==> config.mk <==
export PLATFORM = sky130hd
export DESIGN_NAME = seed_word_gen
export DESIGN_NICKNAME = d
export VERILOG_FILES = /design/src/rtl/seed_word_gen.sv
export SDC_FILE = /design/constraint.sdc
export NUM_CORES = 1
export LEC_CHECK = 0
export ABC_AREA = 1
export ABC_CLOCK_PERIOD_IN_PS = 7300
export CAP_MARGIN = 25
export CORE_MARGIN = 10
export CORE_UTILIZATION = 35
export DETAILED_ROUTE_END_ITERATION = 16
export PLACE_DENSITY = 0.58
export SYNTH_ARGS = -nofsm -noshare
export SYNTH_HDL_FRONTEND = slang
export SYNTH_SLANG_ARGS = --single-unit
==> constraint.sdc <==
create_clock -name clk -period 7.3 [get_ports clk]
set_input_delay 1.46 -clock clk [delete_from_list [all_inputs] [get_ports clk]]
set_output_delay 1.46 -clock clk [all_outputs]
set_load 0.05 [all_outputs]
==> src/rtl/seed_word_gen.sv <==
// Burst generator of xorshift128+ words. Each output beat holds CHANNELS
// lanes, and each lane comes from one step of the generator. The generator
// state left behind by each request is published on seed_after_a/b.
module seed_word_gen #(
    parameter int CHANNELS = 4,
    parameter int WIDTH    = 16,
    parameter int CNT_W    = 8
) (
    input  logic                      clk,
    input  logic                      rst_n,
    input  logic                      seed_valid,
    output logic                      seed_ready,
    input  logic [63:0]               seed_a,
    input  logic [63:0]               seed_b,
    input  logic [CNT_W-1:0]          burst_len,
    input  logic                      abort,
    output logic                      out_valid,
    input  logic                      out_ready,
    output logic [CHANNELS*WIDTH-1:0] out_data,
    output logic                      out_last,
    output logic                      busy,
    output logic                      done,
    output logic [63:0]               seed_after_a,
    output logic [63:0]               seed_after_b
);

    typedef enum logic [1:0] {
        IDLE = 2'd0,
        RUN  = 2'd1,
        DONE = 2'd2
    } state_e;

    state_e                      state_q, state_d;
    logic [63:0]                 genA_q, genA_d;
    logic [63:0]                 genB_q, genB_d;
    logic [63:0]                 seedAfterA_q, seedAfterA_d;
    logic [63:0]                 seedAfterB_q, seedAfterB_d;
    logic [CNT_W-1:0]            beatCnt_q, beatCnt_d;
    logic [CNT_W-1:0]            burstLen_q, burstLen_d;

    logic [CHANNELS*WIDTH-1:0]   beatData;
    logic [63:0]                 advA;
    logic [63:0]                 advB;
    logic [63:0]                 loadA;
    logic                        isLast;

    // Produces the new 'b' word of one xorshift128+ step; the new 'a'
    // is simply the old 'b', and the step result is newB + oldB.
    function automatic logic [63:0] xsNextB(input logic [63:0] a, input logic [63:0] b);
        logic [63:0] s1;
        s1 = a ^ (a << 23);
        return s1 ^ b ^ (s1 >> 17) ^ (b >> 26);
    endfunction

    // An all-zero seed would make the generator stick at zero, so a is forced to 1.
    assign loadA = ((seed_a == 64'd0) && (seed_b == 64'd0)) ? 64'h1 : seed_a;

    // Runs CHANNELS chained steps from the registered state. This gives the
    // lanes of the current beat and the state to commit once it is consumed.
    always_comb begin
        logic [63:0] curA;
        logic [63:0] curB;
        logic [63:0] nextB;
        beatData = '0;
        curA     = genA_q;
        curB     = genB_q;
        nextB    = '0;
        for (int i = 0; i < CHANNELS; i++) begin
            nextB                        = xsNextB(curA, curB);
            beatData[i*WIDTH +: WIDTH]   = WIDTH'(nextB + curB);
            curA                         = curB;
            curB                         = nextB;
        end
        advA = curA;
        advB = curB;
    end

    assign isLast       = (beatCnt_q == (burstLen_q - CNT_W'(1)));
    assign seed_ready   = (state_q == IDLE);
    assign busy         = (state_q == RUN);
    assign done         = (state_q == DONE);
    assign out_valid    = busy;
    assign out_last     = busy && isLast;
    assign out_data     = busy ? beatData : '0;
    assign seed_after_a = seedAfterA_q;
    assign seed_after_b = seedAfterB_q;

    // Next-state logic. Abort beats a same-cycle handshake. A zero-length
    // request skips RUN and publishes the loaded seed directly.
    always_comb begin
        state_d      = state_q;
        genA_d       = genA_q;
        genB_d       = genB_q;
        seedAfterA_d = seedAfterA_q;
        seedAfterB_d = seedAfterB_q;
        beatCnt_d    = beatCnt_q;
        burstLen_d   = burstLen_q;
        case (state_q)
            IDLE: begin
                if (seed_valid) begin
                    genA_d     = loadA;
                    genB_d     = seed_b;
                    beatCnt_d  = '0;
                    burstLen_d = burst_len;
                    if (burst_len == '0) begin
                        seedAfterA_d = loadA;
                        seedAfterB_d = seed_b;
                        state_d      = DONE;
                    end else begin
                        state_d = RUN;
                    end
                end
            end
            RUN: begin
                if (abort) begin
                    seedAfterA_d = genA_q;
                    seedAfterB_d = genB_q;
                    state_d      = IDLE;
                end else if (out_ready) begin
                    genA_d    = advA;
                    genB_d    = advB;
                    beatCnt_d = beatCnt_q + CNT_W'(1);
                    if (isLast) begin
                        seedAfterA_d = advA;
                        seedAfterB_d = advB;
                        state_d      = DONE;
                    end
                end
            end
            DONE: begin
                state_d = IDLE;
            end
            default: begin
                state_d = IDLE;
            end
        endcase
    end

    // State registers. Reset clears everything, including the published seed.
    always_ff @(posedge clk or negedge rst_n) begin
        if (!rst_n) begin
            state_q      <= IDLE;
            genA_q       <= '0;
            genB_q       <= '0;
            seedAfterA_q <= '0;
            seedAfterB_q <= '0;
            beatCnt_q    <= '0;
            burstLen_q   <= '0;
        end else begin
            state_q      <= state_d;
            genA_q       <= genA_d;
            genB_q       <= genB_d;
            seedAfterA_q <= seedAfterA_d;
            seedAfterB_q <= seedAfterB_d;
            beatCnt_q    <= beatCnt_d;
            burstLen_q   <= burstLen_d;
        end
    end

endmodule

Word level (Yosys, flattened, before mapping)
Index checks and enable logic that the tools add are counted.
- register bits: 274
- bits in latches: 0
- memory bits (writable): 0
- memory bits (read-only): 0
- input port bits: 141
- output and inout bits: 197
- word-level logic and storage cells: 81
- memories kept: 0
- $add $sub $neg: 6
- multipliers: 0
- divide/modulo/power cells: 0
- $lt $le $gt $ge: 0
- eq/ne operators: 9
- shift operators: 0
- muxes and demuxes: 32
- bitwise logic cells: 16
- reduce and logical (&&, ||, !) cells: 11
- operators with widths (cell ; number):
    $mux W64 ; 18
    $pmux W64 S2 ; 4
    $xor A64 B64 Y64 ; 8
    $xor A64 B38 Y64 ; 4
    $xor A64 B47 Y64 ; 4
    $logic_not A64 Y1 ; 2
    $add A16 B16 Y16 ; 4
    $mux W8 ; 3
    $pmux W8 S2 ; 1
    $mux W2 ; 5
    $add A8 B1 Y8 const B ; 1
    $eq A8 B8 Y1 ; 1
    $logic_not A8 Y1 ; 1
    $sub A8 B1 Y8 const B ; 1
    $ne A2 B2 Y1 const B ; 3
    $reduce_and A5 Y1 ; 1
    $pmux W2 S2 ; 1
    $reduce_and A4 Y1 ; 1
    $ne A3 B2 Y1 const B ; 1
    $ne A3 B3 Y1 const B ; 1
    $reduce_and A3 Y1 ; 1
    $eq A2 B1 Y1 const B ; 1
    $eq A2 B2 Y1 const B ; 1
    $logic_and A1 B1 Y1 ; 2
    4 further kinds ; 4

Logic depth before layout (Yosys ltp)
Gate-level depths: netlist of run 1.
- depth in word-level cells: 17
- gate-level depth with buffers: 38
- gate-level depth less buffers: 37

Least setup slack after synthesis of run 1
OpenSTA, ideal clock, no wires.
- path type: register to output
- from: register genB_q[30]
- to: output out_data[63]
- arrival time: 5600 ps
- setup slack: 240 ps
- cell stages (with the launch flop): 32
- cells stage by stage: dfrtp_1 -> buf_6 -> xnor2_2 -> xnor2_2 -> ha_1 -> clkbuf_1 -> xnor2_1 -> xor2_2 -> ha_1 -> inv_1 -> xor2_1 -> xor2_1 -> inv_1 -> ha_1 -> inv_1 -> xor2_1 -> inv_1 -> xor2_2 -> ha_1 -> a21oi_1 -> o21ai_0 -> nand2_1 -> nand3_1 -> nand2_1 -> inv_1 -> o21ai_0 -> a21oi_1 -> nor2_1 -> o21bai_1 -> nand3_1 -> nand2_1 -> nor2_1
- word-level cells in the longest chain between the ends: 12
- RTL lines (item ; RTL line ; source):
    start, declared ; 35 ; logic [63:0] genB_q, genB_d;
    start signal, assigned ; 152 ; genB_q <= genB_d;
    $xor A64 B38 Y64 or $xor A64 B64 Y64 (tied branches) ; 52 ; return s1 ^ b ^ (s1 >> 17) ^ (b >> 26);
    $xor A64 B64 Y64 or $xor A64 B47 Y64 (tied branches) ; 52 ;
    $xor A64 B47 Y64 or $xor A64 B38 Y64 (tied branches) ; 52 ;
    $xor A64 B38 Y64 or $xor A64 B64 Y64 (tied branches) ; 52 ;
    $xor A64 B64 Y64 or $xor A64 B47 Y64 (tied branches) ; 52 ;
    $xor A64 B47 Y64 or $xor A64 B38 Y64 (tied branches) ; 52 ;
    $xor A64 B38 Y64 or $xor A64 B64 Y64 (tied branches) ; 52 ;
    $xor A64 B64 Y64 or $xor A64 B47 Y64 (tied branches) ; 52 ;
    $xor A64 B47 Y64 or $xor A64 B38 Y64 (tied branches) ; 52 ;
    $xor A64 B38 Y64 ; 52 ;
    $add A16 B16 Y16 * ; 70 ; beatData[i*WIDTH +: WIDTH] = WIDTH'(nextB + curB);
    $mux W64 * ; 84 ; assign out_data = busy ? beatData : '0;
    end, declared ; 19 ; output logic [CHANNELS*WIDTH-1:0] out_data,
Every way passes the cells marked *; elsewhere a longest branch is shown, timed or not.

Worst setup path in the final report of run 1
- from: register genA_q[30]
- to: output out_data[63]
- word-level cells in the longest chain between the ends: 14
- RTL lines (item ; RTL line ; source):
    start, declared ; 34 ; logic [63:0] genA_q, genA_d;
    start signal, assigned ; 151 ; genA_q <= genA_d;
    $xor A64 B64 Y64 * ; 51 ; s1 = a ^ (a << 23);
    $xor A64 B47 Y64 * ; 52 ;
    $xor A64 B38 Y64 * ; 52 ;
    $xor A64 B64 Y64 ; 52 ;
    $xor A64 B47 Y64 ; 52 ;
    $xor A64 B38 Y64 ; 52 ;
    $xor A64 B64 Y64 ; 52 ;
    $xor A64 B47 Y64 ; 52 ;
    $xor A64 B38 Y64 ; 52 ;
    $xor A64 B64 Y64 ; 52 ;
    $xor A64 B47 Y64 ; 52 ;
    $xor A64 B38 Y64 ; 52 ;
    $add A16 B16 Y16 * ; 70 ;
    $mux W64 * ; 84 ;
Marked as above.

==> impl_metrics.csv, run 1 <==
group,metric,value,unit
route,drt_iter0_drc,4325,
cts,path_clk_slew,0.06,ns
synth,ys_ff_latch,274,
grt,grt_first_pass_wirelength,225000,microns
finish,layout-drive-gt1-share,0.142,
grt,use_met2,0.469,
finish,fin_util,0.448,
synth,synth_edf_count,0,
synth,ys_seq_area_frac,0.238,
worst_setup_path,required,5.84,ns
hold_path,min_path_type,"reg -> reg",
grt,use_met1,0.471,
route,drtAntennaViolNets,0,
worst_setup_path,cp_max_fo,5,
finish,final_common_cell,"nand2_1",
worst_setup_path,start_kind,"flop",
cts,cts_root_buffer,"clkbuf_16",
die,initial_core_util,0.352,
finish,multiInputGateArea,20000,sq um
sta,timing.hold.ws,0.492,ns
grt,grt_max_degree,130,
synth,yosys_most_used_dff,"dfrtp_1",
sta,finalMaxSlewViolations,0,
sta,slew_headroom,0.167,
grt,antenna_found_initial,7,
die,coreArea,81800,sq um
worst_setup_path,crit_type,"reg -> out",
grt,grt_pass1_vias,30400,
route,via_per_inst,5.50,
synth,avgSynthCellArea,6.22,sq um
route,drtPass1Iterations,7,
cts,numCtsBuffers,38,
synth,async_flop_share,1.00,
grt,grt.total_usage,0.327,
die,row_count,105,
worst_setup_path,worstPathArrival,5.61,ns
worst_setup_path,cp-end-kind,"output pin",
grt,gr-usage-met3,0.0771,
finish,fill_cells,8560,
sta,final.setup_skew,0.0293,ns
finish,fin_nets,5232,
synth,synth.distinct_cells,57,
sta,min_period,7.07,ns
finish,register_area,6890,sq um
route,drcViolationCount,0,
route,routed_wl,161000,microns
sta,rsz0062_at_grt,"true",
sta,setup_violations,0,
cts,clk_latency,0.60,ns
sta,max_freq,141,MHz
run,max_cap_violations,0,
die,dieArea,94300,sq um
die,die_height,307,microns
synth,syn-num-nets,4844,
synth,synth_area,28800,sq um
finish,syn2layout_area_growth,27.3,%
grt,overflow,0,
grt,grt_busiest_layer,"met1",
cts,cts_hold_buf,0,
sta,final_hold_viol_count,0,
cts,cts_sinks,274,
sta,final.period_utilization,0.969,
die,ios,338,
die,die_w,307,microns
synth,syn_inst,4635,
route,routed-via-count,33700,
cts,h-tree-depth,2,
finish,most-common-layout-cells,"1,514 x nand2_1, 487 x inv_1, 362 x nor2_1",
cts,cts_tree,"built",
worst_setup_path,rrSetupSlack,2.77,ns
placed_design,portBuffers,337,
route,routedWlPerCell,26.3,microns
placed_design,hpwl,132000,microns
synth,yosysWarningCount,0,
cts,clock_path_buffers,3,
sta,worst_slew_pin_slew,1.24,ns
outcome,status,"complete, no violations",
placed_design,gp_congestion,1.05,
metrics by stage:
| stage | area, sq um | std cells | setup WS, ns | setup TNS, ns |
|---|---|---|---|---|
| after floorplan | 28800 | 4635 | 0.240 | 0 |
| after global placement | 33800 | 5979 | 0.0994 | 0 |
| after detailed placement | 33800 | 5981 | 0.0971 | 0 |
| after CTS | 35600 | 6072 | -0.0326 | -0.0392 |
| after global routing | 36700 | 6123 | -0.0638 | -0.137 |
| final | 36700 | 6126 | 0.227 | 0 |
cell usage after synthesis, types with 7 or more instances:
master / n / share of area
a211oi_1: 17 / 0.0044
a21boi_1: 27 / 0.0070
a21oi_1: 296 / 0.051
a22oi_1: 62 / 0.016
a2bb2oi_2: 37 / 0.019
buf_2: 30 / 0.0052
buf_4: 13 / 0.0034
buf_6: 10 / 0.0039
clkbuf_1: 105 / 0.014
dfrtp_1: 274 / 0.24
ha_1: 64 / 0.028
inv_1: 527 / 0.069
inv_2: 38 / 0.0049
nand2_1: 1533 / 0.20
nand2_2: 89 / 0.019
nand2_4: 7 / 0.0027
nand3_1: 341 / 0.059
nand3b_1: 16 / 0.0042
nand4_1: 21 / 0.0046
nor2_1: 365 / 0.048
nor3_1: 18 / 0.0031
nor4_1: 37 / 0.0080
o21ai_0: 193 / 0.033
o21ai_1: 39 / 0.0068
o221ai_1: 9 / 0.0027
or2_2: 44 / 0.0095
xnor2_1: 77 / 0.023
xnor2_2: 13 / 0.0073
xor2_1: 244 / 0.074
xor2_2: 15 / 0.0085
metal layers:
layer,vias to the layer above,wire length [microns]
met5,-,0
met4,0,6660
met2,1923,64300
li1,15500,-
met3,228,18800
met1,16000,71100
repair_timing:
action	in CTS	in global routing
pin swaps	17	50
setup endpoints to repair	10	17
gates resized for setup	72	143
buffers inserted	21	51
cells by family after synthesis:
kind of cell	after synthesis	share of synthesized area
AND/OR/NAND/NOR	2494	0.365
buffers and inverters	735	0.102
AO/OA/AOI/OAI	715	0.152
XOR/XNOR	349	0.113
flip-flops	274	0.238
adder cells (fa/ha/maj)	68	0.0305
registers in the layout (all words and copies together), names as in the netlist:
signal / count
state_q: 2
genB_q: 64
beatCnt_q: 8
seed_after_a: 64
seed_after_b: 64
genA_q: 64
burstLen_q: 8
area by class of cell:
type | count | area share
multi-input cells | 3626 | 0.545
flip-flops and latches | 274 | 0.188
repair buffers | 515 | 0.135
inverters | 568 | 0.0589
well taps | 1070 | 0.0365
clock buffers | 54 | 0.0295
clock inverters | 16 | 0.00634
diodes | 3 | 0.000205
critical path: stages (launching register included):
cell and delay [ns]:
dfrtp_1 0.49, inv_1 0.19, nand2_1 0.09, nand2_1 0.12, nand2_1 0.10, nand2_1 0.15, ha_2 0.48, xor2_2 0.25
nand3b_1 0.14, nand2_1 0.08, ha_1 0.33, xor2_1 0.26, xor2_1 0.25, ha_1 0.34, xor2_2 0.22, xor2_1 0.15
buf_4 0.20, ha_1 0.32, inv_1 0.08, a21oi_2 0.12, nor2_1 0.05, o21bai_1 0.17, a21oi_1 0.08, nor2_2 0.15
buf_12 0.15
final timing paths:
kind | startpoint | end | cells after the start
worst min register to register | seed_after_a[0] | seed_after_a[0] | 1
worst max-delay path | genA_q[30] | out_data[63] | 24
min in group asynchronous | rst_n | seed_after_b[49] | 1
max in group asynchronous | rst_n | genB_q[12] | 2
worst min-delay path | seed_after_a[0] | seed_after_a[0] | 1
worst max register to register | genB_q[14] | genB_q[14] | 24
Power of run 1 is not shown: default switching activity piles up to over one toggle a cycle in this logic, so the estimate is an artifact.
==> run 2: changes to the inputs <==
--- a/config.mk
+++ b/config.mk
@@ -10,6 +10,7 @@
 export CAP_MARGIN = 25
 export CORE_MARGIN = 10
 export CORE_UTILIZATION = 35
+export CTS_CLUSTER_SIZE = 28
 export DETAILED_ROUTE_END_ITERATION = 16
 export PLACE_DENSITY = 0.58
 export SYNTH_ARGS = -nofsm -noshare
==> results of run 2 <==
No change in the layout: final DEF, timing and power equal those of run 1.
Power of run 2 is left out for the same reason.
